`config.mk`:
```
export PLATFORM = sky130hd
export DESIGN_NAME = dpg_adder_uncompute
export DESIGN_NICKNAME = d
export VERILOG_FILES = /design/src/rtl/dpg_adder_uncompute_pkg.sv /design/src/rtl/dpg_inv_cell.sv /design/src/rtl/dpg_adder_uncompute.sv
export SDC_FILE = /design/constraint.sdc
export NUM_CORES = 1
export LEC_CHECK = 0
export ABC_CLOCK_PERIOD_IN_PS = 7950
export BUFFER_PORTS_ARGS = -buffer_cell sky130_fd_sc_hd__buf_2
export CORE_ASPECT_RATIO = 1.2
export CORE_MARGIN = 5
export CORE_UTILIZATION = 59
export DETAILED_ROUTE_END_ITERATION = 8
export PLACE_DENSITY_LB_ADDON = 0.3
export SYNTH_ARGS = -nofsm -noshare
export SYNTH_HDL_FRONTEND = slang
export SYNTH_SLANG_ARGS = --single-unit
export TNS_END_PERCENT = 5
```
`constraint.sdc`:
```
create_clock -name clk -period 7.95 [get_ports clk]
set_input_delay 0.3975 -clock clk [delete_from_list [all_inputs] [get_ports clk]]
set_output_delay 0.3975 -clock clk [all_outputs]
set_load 0.05 [all_outputs]
```
`src/rtl/dpg_adder_uncompute_pkg.sv`:
```
// Shared definitions for the bit-serial DPG adder uncompute block:
// FSM state encodings and the default operand width.
package dpg_adder_uncompute_pkg;

   localparam int DEFAULT_WIDTH = 16;

   typedef enum logic [1:0] {
      ST_IDLE = 2'd0,
      ST_RUN  = 2'd1,
      ST_DONE = 2'd2
   } state_t;

endpackage

```
`src/rtl/dpg_inv_cell.sv`:
```
// Combinational inverse of one DPG gate used as a full-adder cell:
// (p, q, r, s) = (a, a^b, sum, cout) maps back to (a, b, ancilla c, carry-in d).
module dpg_inv_cell (
   input  logic p,
   input  logic q,
   input  logic r,
   input  logic s,
   output logic a,
   output logic b,
   output logic c,
   output logic d
);

   assign a = p;
   assign b = q ^ p;
   assign d = r ^ q;
   // c is 0 whenever s was the true carry-out of this cell.
   assign c = s ^ (q & d) ^ (a & b);

endmodule

```
`src/rtl/dpg_adder_uncompute.sv`:
```
// Bit-serial inverse of a WIDTH-bit DPG ripple adder: recovers A, B and Cin
// MSB first from (P, Q, R, cout) and flags ancillas that fail to return to 0.
module dpg_adder_uncompute
   import dpg_adder_uncompute_pkg::*;
#(
   parameter int WIDTH = DEFAULT_WIDTH
) (
   input  logic             clk,
   input  logic             rst_n,
   input  logic             in_valid,
   output logic             in_ready,
   input  logic [WIDTH-1:0] p_in,
   input  logic [WIDTH-1:0] q_in,
   input  logic [WIDTH-1:0] r_in,
   input  logic             cout_in,
   output logic             out_valid,
   input  logic             out_ready,
   output logic [WIDTH-1:0] a_out,
   output logic [WIDTH-1:0] b_out,
   output logic             cin_out,
   output logic [WIDTH-1:0] err_mask,
   output logic             anc_err
);

   localparam int              IDX_W   = (WIDTH > 1) ? $clog2(WIDTH) : 1;
   localparam logic [IDX_W-1:0] IDX_MSB = IDX_W'(WIDTH - 1);

   state_t           state, state_nxt;
   logic [WIDTH-1:0] p_q, q_q, r_q;
   logic             carry_q;
   logic [IDX_W-1:0] idx;
   logic             accept;
   logic             last_bit;
   logic             cell_a, cell_b, cell_c, cell_d;

   assign in_ready  = (state == ST_IDLE);
   assign out_valid = (state == ST_DONE);
   assign accept    = in_valid && in_ready;
   assign last_bit  = (idx == '0);
   assign anc_err   = |err_mask;

   dpg_inv_cell u_cell (
      .p (p_q[idx]),
      .q (q_q[idx]),
      .r (r_q[idx]),
      .s (carry_q),
      .a (cell_a),
      .b (cell_b),
      .c (cell_c),
      .d (cell_d)
   );

   always_ff @(posedge clk or negedge rst_n) begin
      if (!rst_n) begin
         state <= ST_IDLE;
      end else begin
         // NOTE: sequential state always uses <= so every register samples pre-edge values.
         state <= state_nxt;
      end
   end

   always_comb begin
      // NOTE: default first, so no path through the case leaves state_nxt unassigned (no latch).
      state_nxt = state;
      unique case (state)
         ST_IDLE: if (accept)               state_nxt = ST_RUN;
         ST_RUN:  if (last_bit)             state_nxt = ST_DONE;
         ST_DONE: if (out_ready)            state_nxt = ST_IDLE;
         default:                           state_nxt = ST_IDLE;
      endcase
   end

   // Capture on accept, then walk idx down from the MSB one bit per cycle;
   // the carry register hands each cell's recovered carry-in to the next lower bit.
   always_ff @(posedge clk or negedge rst_n) begin
      if (!rst_n) begin
         p_q      <= '0;
         q_q      <= '0;
         r_q      <= '0;
         carry_q  <= 1'b0;
         idx      <= '0;
         a_out    <= '0;
         b_out    <= '0;
         err_mask <= '0;
         cin_out  <= 1'b0;
      end else if (accept) begin
         p_q      <= p_in;
         q_q      <= q_in;
         r_q      <= r_in;
         carry_q  <= cout_in;
         idx      <= IDX_MSB;
         a_out    <= '0;
         b_out    <= '0;
         err_mask <= '0;
      end else if (state == ST_RUN) begin
         a_out[idx]    <= cell_a;
         b_out[idx]    <= cell_b;
         err_mask[idx] <= cell_c;
         carry_q       <= cell_d;
         idx           <= idx - IDX_W'(1);
         if (last_bit) cin_out <= cell_d;
      end
   end

endmodule

```
==> impl_results.md, run 1 <==
- Initial antenna violation count: 0
- Root Driver: clkbuf_8
- # port buffers: 104
- # H-tree levels: 3
- Clk_lat worst skew: 360 ps
- Startpoint Class: flop
- Net count after synthesis: 563
- Worst slew pin tran: 1265 ps
- LEAKAGE: 2.870 nW
- DRT Pass-1 Iters: 7
- Final Setup Violations: 0
- Fmax achieved: 273.6 MHz
- Placer's final routability congestion estimate: 0.8676
- Vias in the first global route: 3728
- Chip width: 93.30 um
- Gr usage total: 22.99%
- Hold WC Path Type: in -> reg
- CP cell instances: mux4_2, a22oi_1, o211ai_1, ha_1, xor2_1, xnor2_1, mux2i_1
- First-pass GRT wire length: 18470 um
- Wire per inst: 16.24 um
- TritonCTS sink count: 104
- Total number of cells along the worst setup path: 7
- Fin crit period: 3655 ps
- ANT nets after route: 0
- Final setup TNS: 0 ps
- N_diodes: 0
- Status: complete, no violations
- CTS clk-pin slew, worst paths: 90 ps
- Dominant cell type by area after synthesis: dfrtp_1
- Worst slew margin: 15.09%
- CTS buffer count: 9
- Critical Path RT: 8130 ps
- Period utilisation layout: 45.97%
- Via Count: 3819
- Initial Util: 60.59%
- Yosys warns: 0
- Hold-fix buffers, CTS: 1
- Maxcap violations: 0
- Critical Path Fanout Max: 19
- Post-CTS Setup Inserts: 0
- DP HPWL: 7979 um
- Crit path buffers/inverters: 0
- Worst vdd ir: 0.0002573 V
- Critical Path AT: 3830 ps
- Synth Register Bits: 104
- IO Pins: 105
- Core area: 8108 sq um
- Maximum clock path buffer count: 2
- Post-CTS sizing: 0
- Register area share after synthesis: 52.98%
- Share of cells above drive strength 1: 23.82%
- Total wire length: 11160 um
- Worst Skew: 14.57 ps
- CP endpoint kind: flop
- Synth-to-Final Area Change: 14.06%
- CP delay by family, top: XOR/XNOR gates
- Pwr per Cell Area: 470.8 nW/um^2
- Global route overflow: 0
- DIE HEIGHT: 110.0 um
- RSZ-0062 raised after global routing: false
- Fillers: 664
- Drt drc: 0
- Crit Path Category: reg -> reg
- CTS tree: yes
- R2R Setup Slk: 4300 ps
- Hold Path Depth: 3
- Initial DRC Count: 217
- FF-to-FF path depth: 7
- Post-Route Utilization: 69.10%
- Cell Rows: 36
- Final nets: 647
- Final hold vios: 0
- Top-area cell type share of the netlist area: 52.98%
- Mapped Area: 4912 sq um
- Synthesized area per cell: 9.766 sq um
- Top cells by area, synth: dfrtp_1 (53%), nand2_1 (14%), mux2i_1 (7.3%)
- Largest net degree at the start of global routing: 86
- Die Area: 10260 sq um
- Yosys cell types: 35
- Post-Syn Instances: 503
- Slew Limit Fails: 0
- CP peak stage delay: 980 ps
- Drt via density: 5.559
- Critical Path Slowest Stage Cell: xnor2_1
==> synthesized netlist by cell type (all sizes together) <==
cell type and number:
mux2 4, ha 7, xnor2 2, clkbuf 14, or3b 2, nand2b 6, or4 2, nor2 15
xor2 2, nor2b 2, nand3 3, or3 18, nand4 2, mux4 11, o211ai 6, inv 3
and3 1, a22oi 2, o31ai 2, nor4 4, nand2 184, mux2i 36, nand3b 4, nor3b 2
dfrtp 104, and4 1, buf 21, a21oi 17, or2 2, o21ai 24
==> worst reg2reg max path, stage by stage, from the launching register on <==
cell and delay [ps]:
dfrtp_1 970, mux4_2 610, a22oi_1 220, o211ai_1 120, ha_1 210, xor2_1 180, xnor2_1 980, mux2i_1 200
==> sequential cells by signal (all words and copies together), names as in the netlist <==
| register | count |
|---|---|
| b_out | 16 |
| err_mask | 16 |
| p_q | 16 |
| a_out | 16 |
| carry_q | 1 |
| q_q | 16 |
| state | 2 |
| r_q | 16 |
| idx | 4 |
| cin_out | 1 |
==> routing by layer <==
layer / vias up / share of wire (%) / global-route usage (%)
met5: - / 0 / 0
met4: 0 / 2.5 / 9.738
met3: 22 / 5.5 / 3.217
met2: 129 / 50 / 38.17
met1: 1818 / 42 / 30.41
li1: 1850 / - / -
==> per-stage QoR <==
step | setup slack [ps] | area, sq um | total power [mW] | hold slack, ps | std cells
after floorplan | 5232 | 4912 | 2.005 | 101.9 | 503
after detailed placement | 4257 | 5409 | 2.345 | 376.7 | 670
after global routing | 3926 | 5603 | 2.824 | 219.3 | 687
after global placement | 4493 | 5409 | 2.289 | 368.0 | 670
after CTS | 4247 | 5603 | 2.651 | 212.8 | 687
final | 4295 | 5603 | 2.638 | 221.9 | 687
==> cells by family (layout without fill, tap and decap cells) <==
group	count (synthesis)	after routing	share of synthesized area [%]
buffers and inverters	38	127	3.744
and+or+nand+nor	248	248	21.78
AOI/OAI and AO/OA	51	51	5.705
xor gates and xnor gates	4	4	0.7133
DFF	104	104	52.98
muxes	51	51	13.30
adders and majority gates	7	7	1.783
==> worst paths after layout <==
path | startpoint | end
setup / recovery | idx[0]$_DFFE_PN0P_ | err_mask[11]$_DFFE_PN0P_
setup reg to reg | idx[0]$_DFFE_PN0P_ | err_mask[11]$_DFFE_PN0P_
hold reg to reg | p_q[15]$_DFFE_PN0P_ | p_q[15]$_DFFE_PN0P_
hold / removal | r_in[0] | r_q[0]$_DFFE_PN0P_
max in group asynchronous | rst_n | p_q[3]$_DFFE_PN0P_
min in group asynchronous | rst_n | b_out[11]$_DFFE_PN0P_
==> power by group <==
| group | total [mW] | leakage (nW) | switching (mW) | internal [mW] |
|---|---|---|---|---|
| logic | 1.36 | 1.44 | 0.914 | 0.448 |
| registers | 0.970 | 1.34 | 0.216 | 0.754 |
| clock network | 0.305 | 0.0886 | 0.174 | 0.131 |
==> layout make-up <==
class / count / area, sq um / area share, %
well taps: 95 / 118.9 / 2.121
inverters: 3 / 11.26 / 0.2010
repair buffers: 108 / 555.5 / 9.915
multi-input cells: 361 / 2131 / 38.03
clock inverters: 4 / 28.78 / 0.5136
clock buffers: 12 / 155.1 / 2.769
flip-flops and latches: 104 / 2603 / 46.45
==> cell usage in the layout (no fill, tap or decap), types with 6 or more instances in the layout <==
cell / Yosys / routed
a21oi_1: 17 / 17
buf_2: 18 / 103
clkbuf_8: 0 / 11
dfrtp_1: 104 / 104
ha_1: 7 / 7
mux2i_1: 36 / 36
mux4_2: 11 / 11
nand2_1: 184 / 184
nand2b_1: 6 / 6
nor2_1: 14 / 14
o211ai_1: 6 / 6
o21ai_0: 21 / 21
or3_1: 18 / 18
No activity file was read; power rests on OpenSTA's default activity.
==> inputs of run 2 (changes only) <==
- ABC_CLOCK_PERIOD_IN_PS: 7950 -> 3300
- CORE_UTILIZATION: 59 -> 49
- clock period: 7.95 -> 3.3 ns (I/O delays scaled with it)
==> run 2 against run 1 <==
Net effect:
- cell area rose by 4.5%
- fmax rose by 26%
- wire length rose by 2.4%
- hold slack got worse by 220 ps
- global-route usage fell by 3.1 points
- cell count rose by 5.8%
- clock power rose to 3.8 times the previous value
- total power rose to 2.6 times the previous value
- utilization fell by 10 points
- register-to-register slack got worse by 3900 ps
- largest cell class unchanged
==> impl_results.md, run 2 (synthesis results as in run 1) <==
- Status: complete, no violations
- Final Cell Area: 5856 sq um
- CTS tree: yes
- CTS clk-pin slew, worst paths: 70 ps
- Pwr per Cell Area: 1173 nW/um^2
- RSZ-0062 raised after global routing: false
- Drt drc: 0
- Worst slew margin: 45.13%
- Core area: 9910 sq um
- Fmax achieved: 344.5 MHz
- Initial antenna violation count: 0
- PnR Total Power: 6.868 mW
- Vias in the first global route: 3956
- CTS buffer count: 9
- Root Driver: clkbuf_16
- Drt via density: 5.287
- Hold WC Path Type: in -> reg
- Reg2reg end: b_out[3]$_DFFE_PN0P_
- ANT nets after route: 0
- Post-DP Area: 5508 sq um
- Final hold vios: 0
- Worst vdd ir: 0.0005717 V
- Critical Path Fanout Max: 16
- Maxcap violations: 0
- RR Startpoint: idx[0]$_DFFE_PN0P_
- R2R Setup Slk: 400 ps
- DRT Pass-1 Iters: 4
- Final Setup Violations: 0
- Critical Path RT: 3560 ps
- Post-Route Utilization: 59.09%
- Worst Skew: 7.081 ps
- Worst slew pin tran: 823.0 ps
- Crit Path Category: reg -> reg
- Critical Path Start: idx[0]$_DFFE_PN0P_
- CP Capture Point: b_out[3]$_DFFE_PN0P_
- N_diodes: 0
- Fin crit period: 2903 ps
- Initial Util: 49.57%
- FF-to-FF path depth: 7
- Global route overflow: 0
- Fillers: 860
- Slew Limit Fails: 0
- Most frequent cells in the layout: nand2_1 (184), dfrtp_1 (104), buf_2 (103), mux2i_1 (36), o21ai_0 (21)
- Most common cell after layout, fill and taps aside: nand2_1
- Final nets: 656
- DIE HEIGHT: 119.7 um
- Gr usage total: 19.91%
- Startpoint Class: flop
- Hold slack: 5.988 ps
- First-pass GRT wire length: 19290 um
- Critical Path AT: 3160 ps
- Largest net degree at the start of global routing: 67
- Initial DRC Count: 182
- Clk_lat worst skew: 340 ps
- Via Count: 3844
- Placer's final routability congestion estimate: 0.7905
- Share of cells above drive strength 1: 24.96%
- IO Pins: 105
- # H-tree levels: 3
- # port buffers: 104
- Maximum clock path buffer count: 2
- Final setup TNS: 0 ps
- LEAKAGE: 2.974 nW
- Period utilisation layout: 87.96%
- DP HPWL: 8283 um
- Die Area: 12140 sq um
- Total wire length: 11430 um
- Chip width: 101.4 um
- Post-CTS Setup Inserts: 0
- CP endpoint kind: flop
- TritonCTS sink count: 104
- Wire per inst: 15.72 um
- Synth-to-Final Area Change: 19.21%
- Cell Rows: 40
==> run 2: changes by cell type in the layout (fill, tap and decap cells not counted), moves of 2 or more <==
cell,change
clkbuf_8,-11
clkbuf_16,+9
bufinv_16,+2
buf_4,+8
==> run 2: timing repair <==
action | 4_1_cts | 5_1_grt
resized for setup | 0 | 0
hold buffers | 2 | 0
hold endpoints to repair | 65 | 0
endpoints found under the setup margin | 0 | 0
==> run 2: final cells by class <==
class	instances	area, sq um	area share, %
tap	126	157.7	2.692
inverter	3	11.26	0.1923
multi-input combinational	361	2131	36.39
timing repair buffer	117	625.6	10.68
sequential	104	2603	44.44
clock inverter	7	102.6	1.752
clock buffer	9	225.2	3.846
==> run 2: through the flow <==
| stage | worst slack [ps] | cells |
|---|---|---|
| after CTS | 387.8 | 727 |
| final | 397.4 | 727 |
| after detailed placement | 424.3 | 709 |
| after global placement | 500.5 | 709 |
| after global routing | 227.1 | 727 |
| after floorplan | 581.9 | 503 |
==> run 2: power breakdown <==
part | leakage (nW) | switching [mW] | internal (mW)
combinational | 1.49 | 2.28 | 1.15
sequential | 1.34 | 0.459 | 1.82
clock | 0.150 | 0.482 | 0.673
total | 2.97 | 3.22 | 3.65
==> run 2: worst min path at each step <==
stage	start	endpoint	slack [ps]	cells past startpoint
floorplan	rst_n	a_out[0]$_DFFE_PN0P_	-130	0
global placement	rst_n	b_out[13]$_DFFE_PN0P_	310	1
detailed placement	rst_n	b_out[13]$_DFFE_PN0P_	310	1
CTS	r_in[2]	r_q[2]$_DFFE_PN0P_	0.1	3
global route	r_in[14]	r_q[14]$_DFFE_PN0P_	2	3
finish	r_in[2]	r_q[2]$_DFFE_PN0P_	6	3
==> run 2: worst max-delay path, stage by stage (launching register included) <==
cell and delay (ps):
dfrtp_1 700, buf_4 270, mux4_2 500, nand2_1 90, and4_1 190, ha_1 380
or4_1 530, a21oi_1 160
==> run 2: metal layers <==
| metal | track usage [%] | wire (um) |
|---|---|---|
| met5 | 0 | 0 |
| met1 | 27.27 | 4931 |
| met4 | 7.481 | 238 |
| met2 | 32.16 | 5633 |
| met3 | 2.674 | 625 |
==> inputs of run 3 (changes only) <==
- SETUP_SLACK_MARGIN: not set -> 0.02
- SYNTH_HIERARCHICAL: not set -> 1
==> run 3 against run 2 <==
Net effect:
- flip-flop and latch count unchanged
- fmax decreased by 4.4%
- via count is 4.8% higher
- cell area decreased by 0.77%
- hold slack worse by 3.4 ps
- critical endpoint is now err_mask[9]$_DFFE_PN0P_
- critical path depth is the same
- cell count up 2.3%
- largest power group unchanged
==> impl_results.md, run 3 <==
- FF-to-FF path depth: 7
- Synthesized area per cell: 9.349 sq um
- Final Setup Violations: 0
- Post-DP Area: 5497 sq um
- Slew Limit Fails: 0
- Top cells by area, synth: dfrtp_1 (52%), nand2_1 (12%), nand3_1 (5.6%)
- Mapped Area: 4974 sq um
- Synth cell count leaders: nand2_1 (154), dfrtp_1 (104), nand3_1 (56), o21ai_0 (50), a21oi_1 (46)
- Period utilisation layout: 92.04%
- Sw Pwr: 3.236 mW
- IO Pins: 105
- Vias in the first global route: 3971
- CTS buffer count: 9
- Die Area: 12270 sq um
- # H-tree levels: 3
- Largest net degree at the start of global routing: 82
- Crit Path Category: reg -> reg
- Status: complete, no violations
- Synth-to-Final Area Change: 16.83%
- Initial DRC Count: 154
- DIE HEIGHT: 120.4 um
- Drt via density: 5.413
- Pint: 3.427 mW
- Critical Path Slowest Stage Cell: xor3_1
- LEAKAGE: 2.961 nW
- # port buffers: 104
- Chip width: 102.0 um
- Global route overflow: 0
- Clock group share of total power: 15.1%
- Count leader, synth: nand2_1
- Top-area cell type share of the netlist area: 52.33%
- Synth Register Bits: 104
- Final nets: 675
- Worst slew pin tran: 1081 ps
- Yosys warns: 6
- CP cell instances: mux4_1, a22oi_1, nand3_1, ha_1, xor3_1, nand3_1, a21oi_1
- PnR Total Power: 6.663 mW
- DRT Pass-1 Iters: 5
- Register area share after synthesis: 52.33%
- Most frequent cells in the layout: nand2_1 (154), dfrtp_1 (104), buf_2 (103), nand3_1 (56), o21ai_0 (50)
- RSZ-0062 raised after global routing: false
- Pwr per Cell Area: 1147 nW/um^2
- Ys flop type: dfrtp_1
- TritonCTS sink count: 104
- Switching portion of total power: 48.56%
- Via Count: 4027
- Startpoint Class: flop
- Clk_lat worst skew: 350 ps
- Net count after synthesis: 592
- Final Cell Area: 5811 sq um
- Most common cell after layout, fill and taps aside: nand2_1
- Critical Path RT: 3570 ps
- Worst slew margin: 27.91%
- CP peak stage delay: 790 ps
- Fin crit period: 3037 ps
- Critical Path Fanout Max: 16
- Wire per inst: 15.74 um
- Combinational fraction of design power: 51.9%
- DP HPWL: 8209 um
- Maximum clock path buffer count: 2
- Critical Path Start: idx[0]$_DFFE_PN0P_
- Yosys cell types: 36
- RR Startpoint: idx[0]$_DFFE_PN0P_
- Placer's final routability congestion estimate: 0.8337
- ANT nets after route: 0
- Final hold vios: 0
- Dominant cell type by area after synthesis: dfrtp_1
- Maxcap violations: 0
- Cell Rows: 40
- Share of cells above drive strength 1: 21.20%
- FFs w/ async S/R, synth: 100.0%
- CTS clk-pin slew, worst paths: 70 ps
- Hold WC Path Type: in -> async
- Worst vdd ir: 0.0004557 V
- Sequential Power Share: 33.0%
- Final setup TNS: 0 ps
- Post-Syn Instances: 532
- Initial Util: 49.94%
- CP endpoint kind: flop
- Core area: 9960 sq um
- Worst Skew: 9.921 ps
- N_diodes: 0
- CTS tree: yes
- Drt drc: 0
- Crit-path most repeated cell: nand3_1
- Gr usage total: 19.98%
- Fmax achieved: 329.2 MHz
- Total wire length: 11710 um
- Root Driver: clkbuf_16
- Post-CTS sizing: 0
- Critical Path AT: 3300 ps
- EDFF count, synth: 0
- First-pass GRT wire length: 19520 um
- Initial antenna violation count: 0
[run 3: layer usage]
layer	track usage (%)	vias to the layer above	part of all wire [%]
met5	0	-	0
met4	7.629	0	1.5
met3	2.827	15	6.1
met2	32.32	116	50
met1	27.18	1924	42
li1	-	1972	-
[run 3: logic make-up (layout without fill, tap and decap cells)]
family,after synthesis,after routing,share of synthesized area [%]
simple gates,245,245,22.57
compound gates,104,104,10.77
flops,104,104,52.33
buf+inv,57,143,5.560
mux,12,12,6.189
fa+ha+maj,7,7,1.761
xor+xnor,3,3,0.8302
[run 3: through the flow]
step	setup slack (ps)	cells	hold slack, ps	util (%)
5_1_grt	25.71	744	8.144	58.34
6_report	262.8	744	2.544	58.34
3_5_place_dp	316.1	726	356.2	55.19
4_1_cts	245.3	744	0.2378	58.34
2_1_floorplan	620.4	532	-130.6	-
3_3_place_gp	364.0	726	353.7	55.19
[run 3: power by group through the flow]
stage	Clock (mW)	Sequential [mW]	Combinational [mW]
2_1_floorplan	0	2.79	2.11
3_3_place_gp	0	2.20	3.39
3_5_place_dp	0	2.23	3.45
4_1_cts	1.02	2.21	3.47
5_1_grt	1.06	2.28	3.78
6_report	1.00	2.20	3.46
[run 3: worst paths after layout]
| check | endpoint | slack (ps) |
|---|---|---|
| setup / recovery | err_mask[9]$_DFFE_PN0P_ | 260 |
| hold / removal | b_out[9]$_DFFE_PN0P_ | 3 |
| setup reg to reg | err_mask[9]$_DFFE_PN0P_ | 260 |
| hold reg to reg | p_q[0]$_DFFE_PN0P_ | 470 |
| max in group asynchronous | r_q[4]$_DFFE_PN0P_ | 2530 |
| min in group clk | state[1]$_DFFE_PN0P_ | 10 |
[run 3: critical path: cells and delay by family, from the launching register on]
| kind | cells | cell delay (ps) |
|---|---|---|
| flops | 1 | 670 |
| mux | 1 | 620 |
| compound gates | 2 | 350 |
| xor+xnor | 1 | 790 |
| simple gates | 2 | 300 |
| fa+ha+maj | 1 | 230 |
[run 3: repair_timing]
| action | 4_1_cts | 5_1_grt |
|---|---|---|
| hold endpoints to repair | 4 | 0 |
| setup endpoints to repair | 0 | 0 |
| setup buffers | 0 | 0 |
| hold buffers | 4 | 0 |
[run 3: final cells by class]
cell class | count | area, sq um
fill | 939 | 4149
tap | 126 | 157.7
inverter | 12 | 45.04
sequential | 104 | 2603
multi-input combinational | 371 | 2101
clock buffer | 14 | 274.0
timing repair buffer | 117 | 630.6
